===== src/rtl/button_event_arbiter.sv =====
// button_event_arbiter: synchronizes and debounces N push-buttons, queues one pending event per press,
// and offers the pending events one at a time over EvValid/EvReady. Optional macro BTN_FIXED_PRIO_EN
// switches the grant order from round-robin to lowest index first. Latency: raw edge to pending is
// DEBOUNCE_CYC+2 cycles, and pending to EvValid is 1 more. Backpressure: EvValid/EvId hold until
// EvReady. Presses that arrive while a button is already pending merge and set the sticky Overrun.
module button_event_arbiter #(
  parameter int N_BTN        = 4,
  parameter int DEBOUNCE_CYC = 4,
  localparam int IDW         = $clog2(N_BTN)
) (
  input  logic             Clock,
  input  logic             ResetN,
  input  logic [N_BTN-1:0] Bi,
  input  logic             EvReady,
  input  logic             OverrunClr,
  output logic             EvValid,
  output logic [IDW-1:0]   EvId,
  output logic [N_BTN-1:0] EvPending,
  output logic             Overrun
);

  // The debounce counter only has to reach DEBOUNCE_CYC-1.
  localparam int CW = (DEBOUNCE_CYC > 2) ? $clog2(DEBOUNCE_CYC) : 1;
  localparam logic [CW-1:0] CNT_MAX = CW'(DEBOUNCE_CYC - 1);

  typedef enum logic {
    IDLE  = 1'b0,
    OFFER = 1'b1
  } state_t;

  logic [N_BTN-1:0] sync1;
  logic [N_BTN-1:0] sync2;
  logic [N_BTN-1:0] db;
  logic [CW-1:0]    cnt [N_BTN];
  logic [N_BTN-1:0] press;
  logic [N_BTN-1:0] pend;
  logic [N_BTN-1:0] grant_clr;
  logic             overrun;

  state_t           state;
  state_t           state_nxt;
  logic             ev_valid;
  logic             ev_valid_nxt;
  logic [IDW-1:0]   ev_id;
  logic [IDW-1:0]   ev_id_nxt;
  logic [IDW-1:0]   gnt_id;

`ifndef BTN_FIXED_PRIO_EN
  logic [IDW-1:0]   last;
  logic [IDW-1:0]   last_nxt;
  logic [IDW-1:0]   cand;
`endif

  // Two-flop synchronizer for the raw, asynchronous button levels.
  always_ff @(posedge Clock or negedge ResetN) begin
    if (!ResetN) begin
      sync1 <= '0;
      sync2 <= '0;
    end else begin
      sync1 <= Bi;
      sync2 <= sync1;
    end
  end

  // A new level is accepted only after it has differed from the debounced level
  // for DEBOUNCE_CYC consecutive cycles; any agreeing cycle restarts the count.
  always_ff @(posedge Clock or negedge ResetN) begin
    if (!ResetN) begin
      db <= '0;
      for (int i = 0; i < N_BTN; i++) begin
        cnt[i] <= '0;
      end
    end else begin
      for (int i = 0; i < N_BTN; i++) begin
        if (sync2[i] == db[i]) begin
          cnt[i] <= '0;
        end else if (cnt[i] == CNT_MAX) begin
          db[i]  <= sync2[i];
          cnt[i] <= '0;
        end else begin
          cnt[i] <= cnt[i] + CW'(1);
        end
      end
    end
  end

  // A press is the cycle where the debounced level is about to flip from 0 to 1.
  always_comb begin
    press = '0;
    for (int i = 0; i < N_BTN; i++) begin
      press[i] = sync2[i] && !db[i] && (cnt[i] == CNT_MAX);
    end
  end

`ifdef BTN_FIXED_PRIO_EN
  // Grant candidate: the lowest pending index.
  always_comb begin
    gnt_id = '0;
    for (int k = N_BTN - 1; k >= 0; k--) begin
      if (pend[k]) begin
        gnt_id = IDW'(k);
      end
    end
  end
`else
  // Grant candidate: the first pending index after the last grant, with wrap-around.
  // The loop runs from the far end so that the nearest hit is written last.
  always_comb begin
    gnt_id = '0;
    cand   = '0;
    for (int k = N_BTN; k >= 1; k--) begin
      cand = IDW'((int'(last) + k) % N_BTN);
      if (pend[cand]) begin
        gnt_id = cand;
      end
    end
  end
`endif

  // Offer FSM next state: IDLE grants one pending bit and OFFER waits for the handshake.
  always_comb begin
    state_nxt    = state;
    ev_valid_nxt = ev_valid;
    ev_id_nxt    = ev_id;
    grant_clr    = '0;
`ifndef BTN_FIXED_PRIO_EN
    last_nxt     = last;
`endif
    case (state)
      IDLE: begin
        if (|pend) begin
          ev_valid_nxt      = 1'b1;
          ev_id_nxt         = gnt_id;
          grant_clr[gnt_id] = 1'b1;
`ifndef BTN_FIXED_PRIO_EN
          last_nxt          = gnt_id;
`endif
          state_nxt         = OFFER;
        end else begin
          ev_valid_nxt = 1'b0;
        end
      end
      OFFER: begin
        if (ev_valid && EvReady) begin
          ev_valid_nxt = 1'b0;
          state_nxt    = IDLE;
        end
      end
      default: begin
        ev_valid_nxt = 1'b0;
        state_nxt    = IDLE;
      end
    endcase
  end

  // Offer FSM registers. EvId keeps its value after the handshake.
  always_ff @(posedge Clock or negedge ResetN) begin
    if (!ResetN) begin
      state    <= IDLE;
      ev_valid <= 1'b0;
      ev_id    <= '0;
`ifndef BTN_FIXED_PRIO_EN
      last     <= IDW'(N_BTN - 1);
`endif
    end else begin
      state    <= state_nxt;
      ev_valid <= ev_valid_nxt;
      ev_id    <= ev_id_nxt;
`ifndef BTN_FIXED_PRIO_EN
      last     <= last_nxt;
`endif
    end
  end

  // Pending bits are set by a press and cleared by a grant, and a set on the same edge wins.
  // A press that lands on a bit that is still pending is lost and makes Overrun sticky.
  always_ff @(posedge Clock or negedge ResetN) begin
    if (!ResetN) begin
      pend    <= '0;
      overrun <= 1'b0;
    end else begin
      pend    <= (pend & ~grant_clr) | press;
      overrun <= (|(press & pend & ~grant_clr)) | (overrun & ~OverrunClr);
    end
  end

  assign EvValid   = ev_valid;
  assign EvId      = ev_id;
  assign EvPending = pend;
  assign Overrun   = overrun;

  // The offered event must not change until it is accepted.
  a_offer_hold: assert property (@(posedge Clock) disable iff (!ResetN)
    (ev_valid && !EvReady) |=> (ev_valid && $stable(ev_id)));

  // EvValid is asserted only while the FSM is in OFFER.
  a_valid_state: assert property (@(posedge Clock) disable iff (!ResetN)
    ev_valid == (state == OFFER));

endmodule


===== config.mk =====
export PLATFORM = sky130hd
export DESIGN_NAME = button_event_arbiter
export DESIGN_NICKNAME = d
export VERILOG_FILES = /design/src/rtl/button_event_arbiter.sv
export SDC_FILE = /design/constraint.sdc
export NUM_CORES = 1
export LEC_CHECK = 0
export BUFFER_PORTS_ARGS = -buffer_cell sky130_fd_sc_hd__buf_4
export CELL_PAD_IN_SITES_DETAIL_PLACEMENT = 0
export CELL_PAD_IN_SITES_GLOBAL_PLACEMENT = 1
export CORE_UTILIZATION = 40
export DETAILED_ROUTE_END_ITERATION = 6
export MAX_ROUTING_LAYER = met4
export PLACE_DENSITY_LB_ADDON = 0.25
export SLEW_MARGIN = 20
export SYNTH_ARGS = -nofsm -noshare
export SYNTH_HDL_FRONTEND = slang
export SYNTH_SLANG_ARGS = --single-unit
export TNS_END_PERCENT = 10

===== constraint.sdc =====
create_clock -name Clock -period 3.5 [get_ports Clock]
set_input_delay 0.175 -clock Clock [delete_from_list [all_inputs] [get_ports Clock]]
set_output_delay 0.175 -clock Clock [all_outputs]
set_load 0.01 [all_outputs]

# Word level (Yosys, flattened, before mapping)
# Cells that the tools add are included.
# totals
ramBits	0
elab_cells	102
latch_bits	0
output_inout_bits	8
regBits	31
input_bits	8
rom_bits	0
mem_count	0
# classes
n_reduce_logical	21
muxes	29
n_bitwise	13
eq_ne	9
n_lt_le_gt_ge	6
shift	0
add_sub_neg	8
mul	0
div_mod_pow	0
# ops
op	n
$mux W2	12
$lt A2 B3 Y1 const B	5
$add A2 B1 Y2 const B	6
$and A4 B4 Y4	3
$logic_and A1 B1 Y1	10
$reduce_and A2 Y1	5
$bmux W1 S2	4
$eq A2 B2 Y1 const B	4
$mux W1	8
$mux W4	2
$reduce_or A4 Y1	2
$not A1 Y1	6
$add A2 B2 Y2 const B	2
$eq A1 B1 Y1	4
$logic_not A1 Y1	4
$not A4 Y4	1
$or A4 B4 Y4	1
$pmux W1 S2	2
$demux W1 S2	1
$ge A2 B1 Y1 const B	1
$ne A2 B1 Y1 const B	1
$and A1 B1 Y1	1
$or A1 B1 Y1	1

# Depth between registers and ports, before layout
# Gate-level depths: netlist of the first run.
# logic_depth
depth_word	17
mapped_depth	5
mapped_depth_nobuf	5

# Worst setup path after synthesis of the first run
# No wires, ideal clock.
# synth_path
path_type	flip-flop to flip-flop
from	reg last[1]
to	reg overrun (netlist: Overrun)
setup_slack_ps	1958
path_buffers	0
required_time_ps	3364
arrival_ps	1407
period_less_slack_ps	1542
setup_time_ps	136
stages_incl_launch_ff	6
path_cell_list	dfstp_2 -> inv_2 -> o32a_1 -> a21o_1 -> o31ai_2 -> nand4_1
# synth_between
elab_chain_len	17
word_cells_on_any_way	27
classes_between	4 x add/sub; 2 x order compare; 16 x mux; 3 x bitwise; 2 x reduce/logical
# synth_lines
element	line_no	text
start, declared	49	logic [IDW-1:0] last;
start signal, assigned	163	last <= IDW'(N_BTN - 1);
start signal, assigned	170	last <= last_nxt;
$add A2 B1 Y2	112	cand = IDW'((int'(last) + k) % N_BTN);
$bmux W1 S2	113	if (pend[cand]) begin
$mux W1 (not written as such)	113	
$mux W2 (3 in a row)	113	
$mux W2 (*)	113	
$lt A2 B3 Y1 (not written as such) or $ge A2 B1 Y1 (tied branches)	134	grant_clr[gnt_id] = 1'b1;
$logic_and A1 B1 Y1 (not written as such)	134	
$mux W1 (not written as such)	134	
$demux W1 S2 (*)	134	
$mux W4 (*)	131	if (|pend) begin
$mux W4 (*)	129	case (state)
$not A4 Y4 (*)	183	overrun <= (|(press & pend & ~grant_clr)) | (overrun & ~OverrunClr);
$and A4 B4 Y4 (*)	183	
$reduce_or A4 Y1 (*)	183	
$or A1 B1 Y1 (*)	183	
end signal, assigned	183	
end, declared	38	logic overrun;
# Mark *: on every way between the ends. The rest lies on a longest branch, timed or not. The select of a mux whose other input is x is not followed.
# A chain may end at the register's enable or synchronous reset.

# Worst setup path in the final report of the first run
# Ends and elaborated chain as after synthesis.

==> reports/results.ini, run 1 <==
[run_status]
status=finished, final reports clean

[cts]
path_clk_slew_ps=80
clock-sinks=31
cts_tree=done
clk_latency_ps=310
clk_path_buf_depth=2
ctsHoldBuffers=5
numCtsBuffers=5
post_cts_buffers=0
cts_root_buf=clkbuf_4
h-tree-depth=2
cts_resized=0

[floorplan]
die_h_um=58.74
die_x_um=58.74
io-pin-count=16
dieArea_um2=3450
rows=20
placeableCoreArea_um2=3053
initial_core_util=0.4217

[power_and_ir_drop]
total_power_mw=1.230
swShare=0.3636
power.density_nw_per_um2=795.5
p_int_mw=0.7829
irDropWorstVdd_v=0.0003224
power.switching_mw=0.4473
pwr-share-clk=0.141
pwr-share-comb=0.391
leakage_nw=0.7521
p_seq_frac=0.468

[timing]
hold_viol_final=0
fin_crit_ps=1658
grt_setup_unrepaired=false
finalClockSkew_ps=2.171
final-max-slew-violation-count=0
worst_pin_slew_ps=526.1
max_freq_mhz=603.1
tns_ps=0
hold-worst-slack_ps=154.3
max-slew-margin-rel=0.6493
finalSetupViolations=0
finalCritPeriodShare=0.4737
worst_slack_ps=1842

[global_route]
grt_pass1_vias=888
grtUsageTotal=0.1534
grt_pass1_wl_um=3746
grt.overflow.total=0
antenna_found_initial=0
grt_max_degree=32

[synthesis]
syn_nets=127
ys_warn_count=0
synth_compound_area_frac=0.1710
yosysSeqAreaShare=0.6045
synthesis.area_um2=1287
synth.avg_cell_area_um2=11.60
synthAdderAreaFrac=0.07775
synth.distinct_cells=25
synth-seq-cells=31
synth-simple-area-share=0.1040
postSynthCellCount=111
synthXorXnorAreaFrac=0
synth_top_family_by_area=compound AO/OA/AOI/OAI gates
yosys-mux-area-fraction=0.007775

[drt]
drc_errors=0
drt-initial-drc-count=13
via_count=907
wl_um=2085
drtAntennaViolNets=0
dr.pass1.iters=6
wl_per_cell_um=11.52
avgViaCountPerCell=5.011

[critical_path]
path_max_fanout=6
crit_path_max_incr_delay_ps=600
worstSetupStartpoint=last[1]
crit_cells=5
required_ps=3690
crit_buf_inv=1
cpLargestDelayFamily=compound AO/OA/AOI/OAI gates
cp_slowest_cell=dfstp_2
r2r-start=last[1]
startpoint_type=flop
r2r_cells=5
endpoint_kind=flop
path_class=reg -> reg
arrival_ps=1840
crit_chain=inv_2 -> o32a_1 -> a21o_1 -> o31ai_2 -> nand4_1

[place]
dpl.hpwl_um=1499
dpl-instance-area_um2=1455
place_congestion=0.7227
post-place-ws_ps=1862
placed_cells=170
port_buffers=15

[worst_hold_path]
hold_path.class=in -> reg
hold_start=EvReady
min_path_cells=3

[cells_and_area]
layout.cells.non_filler=181
num_antenna_cells=0
drive_above_1_share=0.2263
final_util=0.5066
final_area_um2=1546
area_growth_pct=20.12
nets=154

[run]
drv_cap=0

[registers in the layout (all words and copies together), names as in the netlist]
| signal | count |
|---|---|
| sync1 | 4 |
| Overrun | 1 |
| cnt | 8 |
| EvPending | 4 |
| EvId | 2 |
| EvValid | 1 |
| sync2 | 4 |
| last | 2 |
| db | 4 |
| state | 1 |
[final timing paths]
check / to / slack, ps
min in group asynchronous: EvId[1] / 330
worst max register to register: Overrun / 1840
worst max-delay path: Overrun / 1840
worst min-delay path: state / 150
max in group asynchronous: last[0] / 2860
worst min register to register: sync2[3] / 350
[cell type report]
cell class / count / area [µm²]
Multi-Input combinational cell: 68 / 464.2
Clock buffer: 6 / 41.29
Timing Repair Buffer: 20 / 162.7
Sequential cell: 31 / 778.2
Inverter: 12 / 45.04
Tap cell: 44 / 55.05
Fill cell: 290 / 1506
[routing by layer]
metal | track usage | part of all wire | vias up
met5 | - | 0 | -
met4 | 0.08163 | 0.0072 | 0
met2 | 0.2321 | 0.47 | 21
met1 | 0.1698 | 0.48 | 440
li1 | - | - | 444
met3 | 0.06813 | 0.049 | 2
[layout by cell type, fill, tap and decap left out, types with 2 or more instances in the layout]
| cell type | netlist | final |
|---|---|---|
| o21ai_0 | 6 | 6 |
| ha_1 | 8 | 8 |
| dfstp_2 | 2 | 2 |
| dlygate4sd3_1 | 0 | 5 |
| o2111ai_1 | 3 | 3 |
| nor3_1 | 4 | 4 |
| nand2b_1 | 2 | 2 |
| inv_1 | 11 | 11 |
| a21oi_1 | 7 | 7 |
| dfrtp_1 | 29 | 29 |
| buf_4 | 0 | 15 |
| clkbuf_4 | 0 | 5 |
| a21o_1 | 2 | 2 |
| nand2_1 | 11 | 11 |
| a31o_2 | 6 | 6 |
| nor2b_1 | 5 | 5 |
| nor2_1 | 4 | 4 |
[Yosys cell counts]
library cell	n	share of area
inv_2	1	0.0029
nand4_1	1	0.0049
a31o_2	6	0.041
mux2i_1	1	0.0078
o22a_1	1	0.0068
dfrtp_1	29	0.56
a21oi_1	7	0.027
nor3_1	4	0.016
o21ai_0	6	0.023
o31ai_2	1	0.0097
ha_1	8	0.078
a31oi_1	1	0.0049
o21ai_2	1	0.0068
o21a_1	1	0.0058
inv_1	11	0.032
a21o_1	2	0.012
nor2_1	4	0.012
nand3b_1	1	0.0058
nand2_1	11	0.032
o32a_1	1	0.0078
nor2b_1	5	0.024
dfstp_2	2	0.041
o2111ai_1	3	0.020
a21boi_1	1	0.0058
nand2b_1	2	0.0097
[power by group through the flow]
stage | combinational [mW] | clock [mW] | sequential [mW]
final | 0.481 | 0.173 | 0.576
after detailed placement | 0.480 | 0 | 0.584
after CTS | 0.489 | 0.184 | 0.576
after global placement | 0.466 | 0 | 0.577
after floorplan | 0.325 | 0 | 0.580
after global routing | 0.551 | 0.202 | 0.593
[worst min-delay path, cell delays in order]
cell and delay [ps]:
buf_4 110, nand2_1 50, a21o_1 100
[logic make-up after synthesis]
| kind of cell | after synthesis |
|---|---|
| adders and majority gates | 8 |
| AOI/OAI and AO/OA | 31 |
| buffers and inverters | 12 |
| and+or+nand+nor | 28 |
| muxes | 1 |
| DFF | 31 |
No activity file was read; power rests on OpenSTA's default activity.
==> run 2, diff against run 1 <==
clock period = 1.5 ns   (was 3.5 ns; I/O delays follow)
==> reports/results.ini, run 2 (synthesized netlist as in run 1, its figures left out) <==
[timing]
finalSetupViolations=3
final-max-slew-violation-count=0
fin_crit_ps=1591
max-slew-margin-rel=0.7390
worst_slack_ps=-91.28
finalClockSkew_ps=8.365
max_freq_mhz=628.4
grt_setup_unrepaired=true
hold_viol_final=0
finalCritPeriodShare=1.061
hold-worst-slack_ps=37.83
worst_pin_slew_ps=391.5

[power_and_ir_drop]
total_power_mw=3.149
power.density_nw_per_um2=1934
irDropWorstVdd_v=0.0006869
leakage_nw=0.8004

[floorplan]
placeableCoreArea_um2=3053
initial_core_util=0.4217
die_h_um=58.74
die_x_um=58.74
dieArea_um2=3450
io-pin-count=16
rows=20

[run_status]
status=finished with violations
failed_checks=setup timing

[cells_and_area]
nets=162
num_antenna_cells=0
area_growth_pct=26.43
final_cell_mix=dfrtp_1 (29), buf_4 (22), inv_1 (11), nand2_1 (11), ha_1 (8)
layout.cells.non_filler=191
largest-register=cnt
drive_above_1_share=0.2925
largest_reg_flops=8
layout_commonest_cell=dfrtp_1
final_util=0.5332

[critical_path]
cp_slowest_cell=dfstp_2
arrival_ps=1800
cpLargestDelayFamily=compound AO/OA/AOI/OAI gates
r2r_end=Overrun
r2r_cells=5
path_max_fanout=6
r2r_slack_ps=-90
startpoint_type=flop
crit_buf_inv=1
path_class=reg -> reg
r2r-start=last[1]
crit_path_max_incr_delay_ps=590
crit_chain=inv_2 -> o32a_1 -> a21o_1 -> o31ai_2 -> nand4_1
required_ps=1710
endpoint_kind=flop

[drt]
wl_um=2169
avgViaCountPerCell=4.921
wl_per_cell_um=11.36
via_count=940
drtAntennaViolNets=0
drt-initial-drc-count=26
dr.pass1.iters=4
drc_errors=0

[global_route]
grt_pass1_vias=881
grtUsageTotal=0.1581
grt.overflow.total=0
grt_max_degree=32
grt_pass1_wl_um=3829
antenna_found_initial=0

[cts]
h-tree-depth=2
numCtsBuffers=5
clock-sinks=31
post_cts_buffers=0
clk_latency_ps=330
cts_tree=done
clk_path_buf_depth=2
cts_root_buf=clkbuf_4
path_clk_slew_ps=90

[worst_hold_path]
min_path_cells=3
hold_start=EvReady
min_to=state
hold_path.class=in -> reg

[place]
port_buffers=15
dpl.hpwl_um=1582
post-place-ws_ps=-109.6
placed_cells=178
place_congestion=0.7974

[run]
drv_cap=0

[run 2: cell count changes in the layout (fill, tap and decap cells not counted), sizes merged]
cell    before  now
clkbuf       6    7
buf         15   23
clkinv       0    1
[run 2: worst max path at each step]
stage	startpoint	to	slack, ps	cells past startpoint
after floorplan	last[1]	Overrun	-30	5
after global placement	last[1]	Overrun	-70	5
after detailed placement	last[1]	Overrun	-110	5
after CTS	last[1]	Overrun	-100	5
after global routing	last[1]	Overrun	-190	5
final	last[1]	Overrun	-90	5
[run 2: metrics by stage]
| step | TNS, ps | instance area [µm²] |
|---|---|---|
| global route | -676.9 | 1628 |
| detailed placement | -206.5 | 1515 |
| global placement | -123.0 | 1515 |
| finish | -209.5 | 1628 |
| floorplan | -28.24 | 1287 |
| CTS | -179.0 | 1615 |
[run 2: power by group]
group	total [mW]	internal, mW	switching (mW)
sequential	1.32	1.13	0.185
combinational	1.38	0.705	0.678
clock	0.449	0.182	0.267
total	3.15	2.02	1.13
[run 2: timing repair]
action / 4_1_cts / 5_1_grt
endpoints found under the setup margin: 4 / 9
hold endpoints to repair: 35 / 0
pin swaps: 1 / 1
hold buffers: 5 / 0
cloned: 0 / 0
gates resized for setup: 1 / 5
[run 2: final cells by class]
cell class,count,area (µm²)
flip-flops and latches,31,778.2
clock inverters,1,5.005
well taps,44,55.05
repair buffers,28,226.5
inverters,12,45.04
clock buffers,7,45.04
multi-input cells,68,473.0
fillers,276,1425
[run 2: per-layer routing]
layer  vias to the layer above  track usage  wire length (µm)
li1                        466            -                 -
met1                       447       0.1865              1025
met2                        19       0.2403               993
met3                         8      0.03956                86
met4                         0       0.1020                63
met5                         -            -                 0
[run 2: tightest hold or removal path, stage by stage]
cell	delay, ps
buf_4	110
nand2_1	50
a21o_1	100
==> run 3, diff against run 2 <==
CELL_PAD_IN_SITES_DETAIL_PLACEMENT = 1   (was 0)
TNS_END_PERCENT = default   (was 10)
clock period = 1.65 ns   (was 1.5 ns; I/O delays follow)
==> reports/results.ini, run 3 (synthesized netlist as in run 1, its figures left out) <==
[drt]
drtAntennaViolNets=0
drc_errors=0
wl_um=2489
via_count=967
wl_per_cell_um=13.17
drt-initial-drc-count=56
dr.pass1.iters=4
avgViaCountPerCell=5.116

[floorplan]
die_h_um=58.74
dieArea_um2=3450
io-pin-count=16
placeableCoreArea_um2=3053
die_x_um=58.74
initial_core_util=0.4217
rows=20

[timing]
final-max-slew-violation-count=0
max-slew-margin-rel=0.7421
grt_setup_unrepaired=true
finalCritPeriodShare=0.9831
finalSetupViolations=0
worst_pin_slew_ps=386.8
finalClockSkew_ps=2.176
hold_viol_final=0
fin_crit_ps=1622
max_freq_mhz=616.5

[global_route]
grt.overflow.total=0
grt_max_degree=32
grt_pass1_wl_um=4222
grt_pass1_vias=932
antenna_found_initial=0
grtUsageTotal=0.1761

[cts]
clk_path_buf_depth=2
cts_root_buf=clkbuf_4
h-tree-depth=2
clock-sinks=31
numCtsBuffers=5
path_clk_slew_ps=80
clk_latency_ps=320
cts_tree=done

[cells_and_area]
nets=160
drive_above_1_share=0.3103
area_growth_pct=27.60
final_cell_mix=dfrtp_1 (28), buf_4 (21), inv_1 (11)
final_area_um2=1643
layout.cells.non_filler=189
num_antenna_cells=0
layout_commonest_cell=dfrtp_1
final_util=0.5381
fill_cells=344
regArea_um2=779.5
multiInputGateArea_um2=486.7
largest_reg_flops=8
largest-register=cnt

[critical_path]
required_ps=1850
arrival_ps=1820
path_class=reg -> reg
path_max_fanout=5
startpoint_type=flop
endpoint_kind=flop

[power_and_ir_drop]
pwr-share-clk=0.165
total_power_mw=2.934
pwr-share-comb=0.420
power.switching_mw=1.067
swShare=0.3635
leakage_nw=0.7965
irDropWorstVdd_v=0.0006121
power.density_nw_per_um2=1786
p_seq_frac=0.415
p_int_mw=1.867

[run]
drv_cap=0

[place]
place_congestion=0.7312
port_buffers=15
dpl-instance-area_um2=1478
dpl.hpwl_um=1825
placed_cells=173

[run_status]
status=finished, final reports clean

[worst_hold_path]
hold_path.class=in -> reg

## run 3: timing repair
| action | 4_1_cts | 5_1_grt |
|---|---|---|
| hold buffers | 5 | 0 |
| setup endpoints to repair | 1 | 5 |
| pin swaps | 2 | 3 |
| hold endpoints to repair | 35 | 0 |
| setup buffers | 1 | 2 |
| gates resized for setup | 0 | 7 |
## run 3: per-layer routing
metal,share of wire,global-route usage,vias up,wire (µm)
met5,0,-,-,0
met4,0.027,0.09864,0,68
met3,0.044,0.06593,9,110
met2,0.49,0.2630,21,1230
met1,0.43,0.2040,481,1080
li1,-,-,456,-
## run 3: final timing paths
kind | startpoint | end | slack (ps) | cells past startpoint
worst max register to register | last[1] | Overrun | 30 | 5
max in group asynchronous | ResetN | last[0] | 1110 | 2
worst min-delay path | EvReady | state | 60 | 3
min in group asynchronous | ResetN | EvId[1] | 220 | 2
worst max-delay path | last[1] | Overrun | 30 | 5
worst min register to register | sync1[1] | sync2[1] | 360 | 0
## run 3: power groups by stage
stage	Combinational, mW	Clock [mW]	Sequential (mW)
final	1.23	0.484	1.22
after global routing	1.41	0.538	1.25
after CTS	1.16	0.509	1.21
after detailed placement	1.13	0	1.23
after global placement	1.06	0	1.21
after floorplan	0.690	0	1.23
## run 3: stage by stage
step | setup WS (ps) | hold slack, ps | setup TNS [ps]
finish | 27.92 | 59.43 | 0
global route | -43.95 | 65.56 | -129.7
CTS | 21.65 | 46.47 | 0
detailed placement | -12.99 | 35.04 | -12.99
global placement | 63.83 | 35.20 | 0
floorplan | 107.6 | -213.1 | 0
## run 3: final cells by class
cell class | count | area share
sequential | 31 | 0.4745
multi-input combinational | 68 | 0.2963
inverter | 12 | 0.02742
timing repair buffer | 26 | 0.1264
tap | 44 | 0.03351
clock buffer | 8 | 0.04189
## run 3: worst max-delay path, stage by stage, from the launching register on
cell and delay [ps]:
dfstp_2 600, inv_2 50, o32a_1 340, a21o_1 200
o31ai_2 190, nand4_1 120
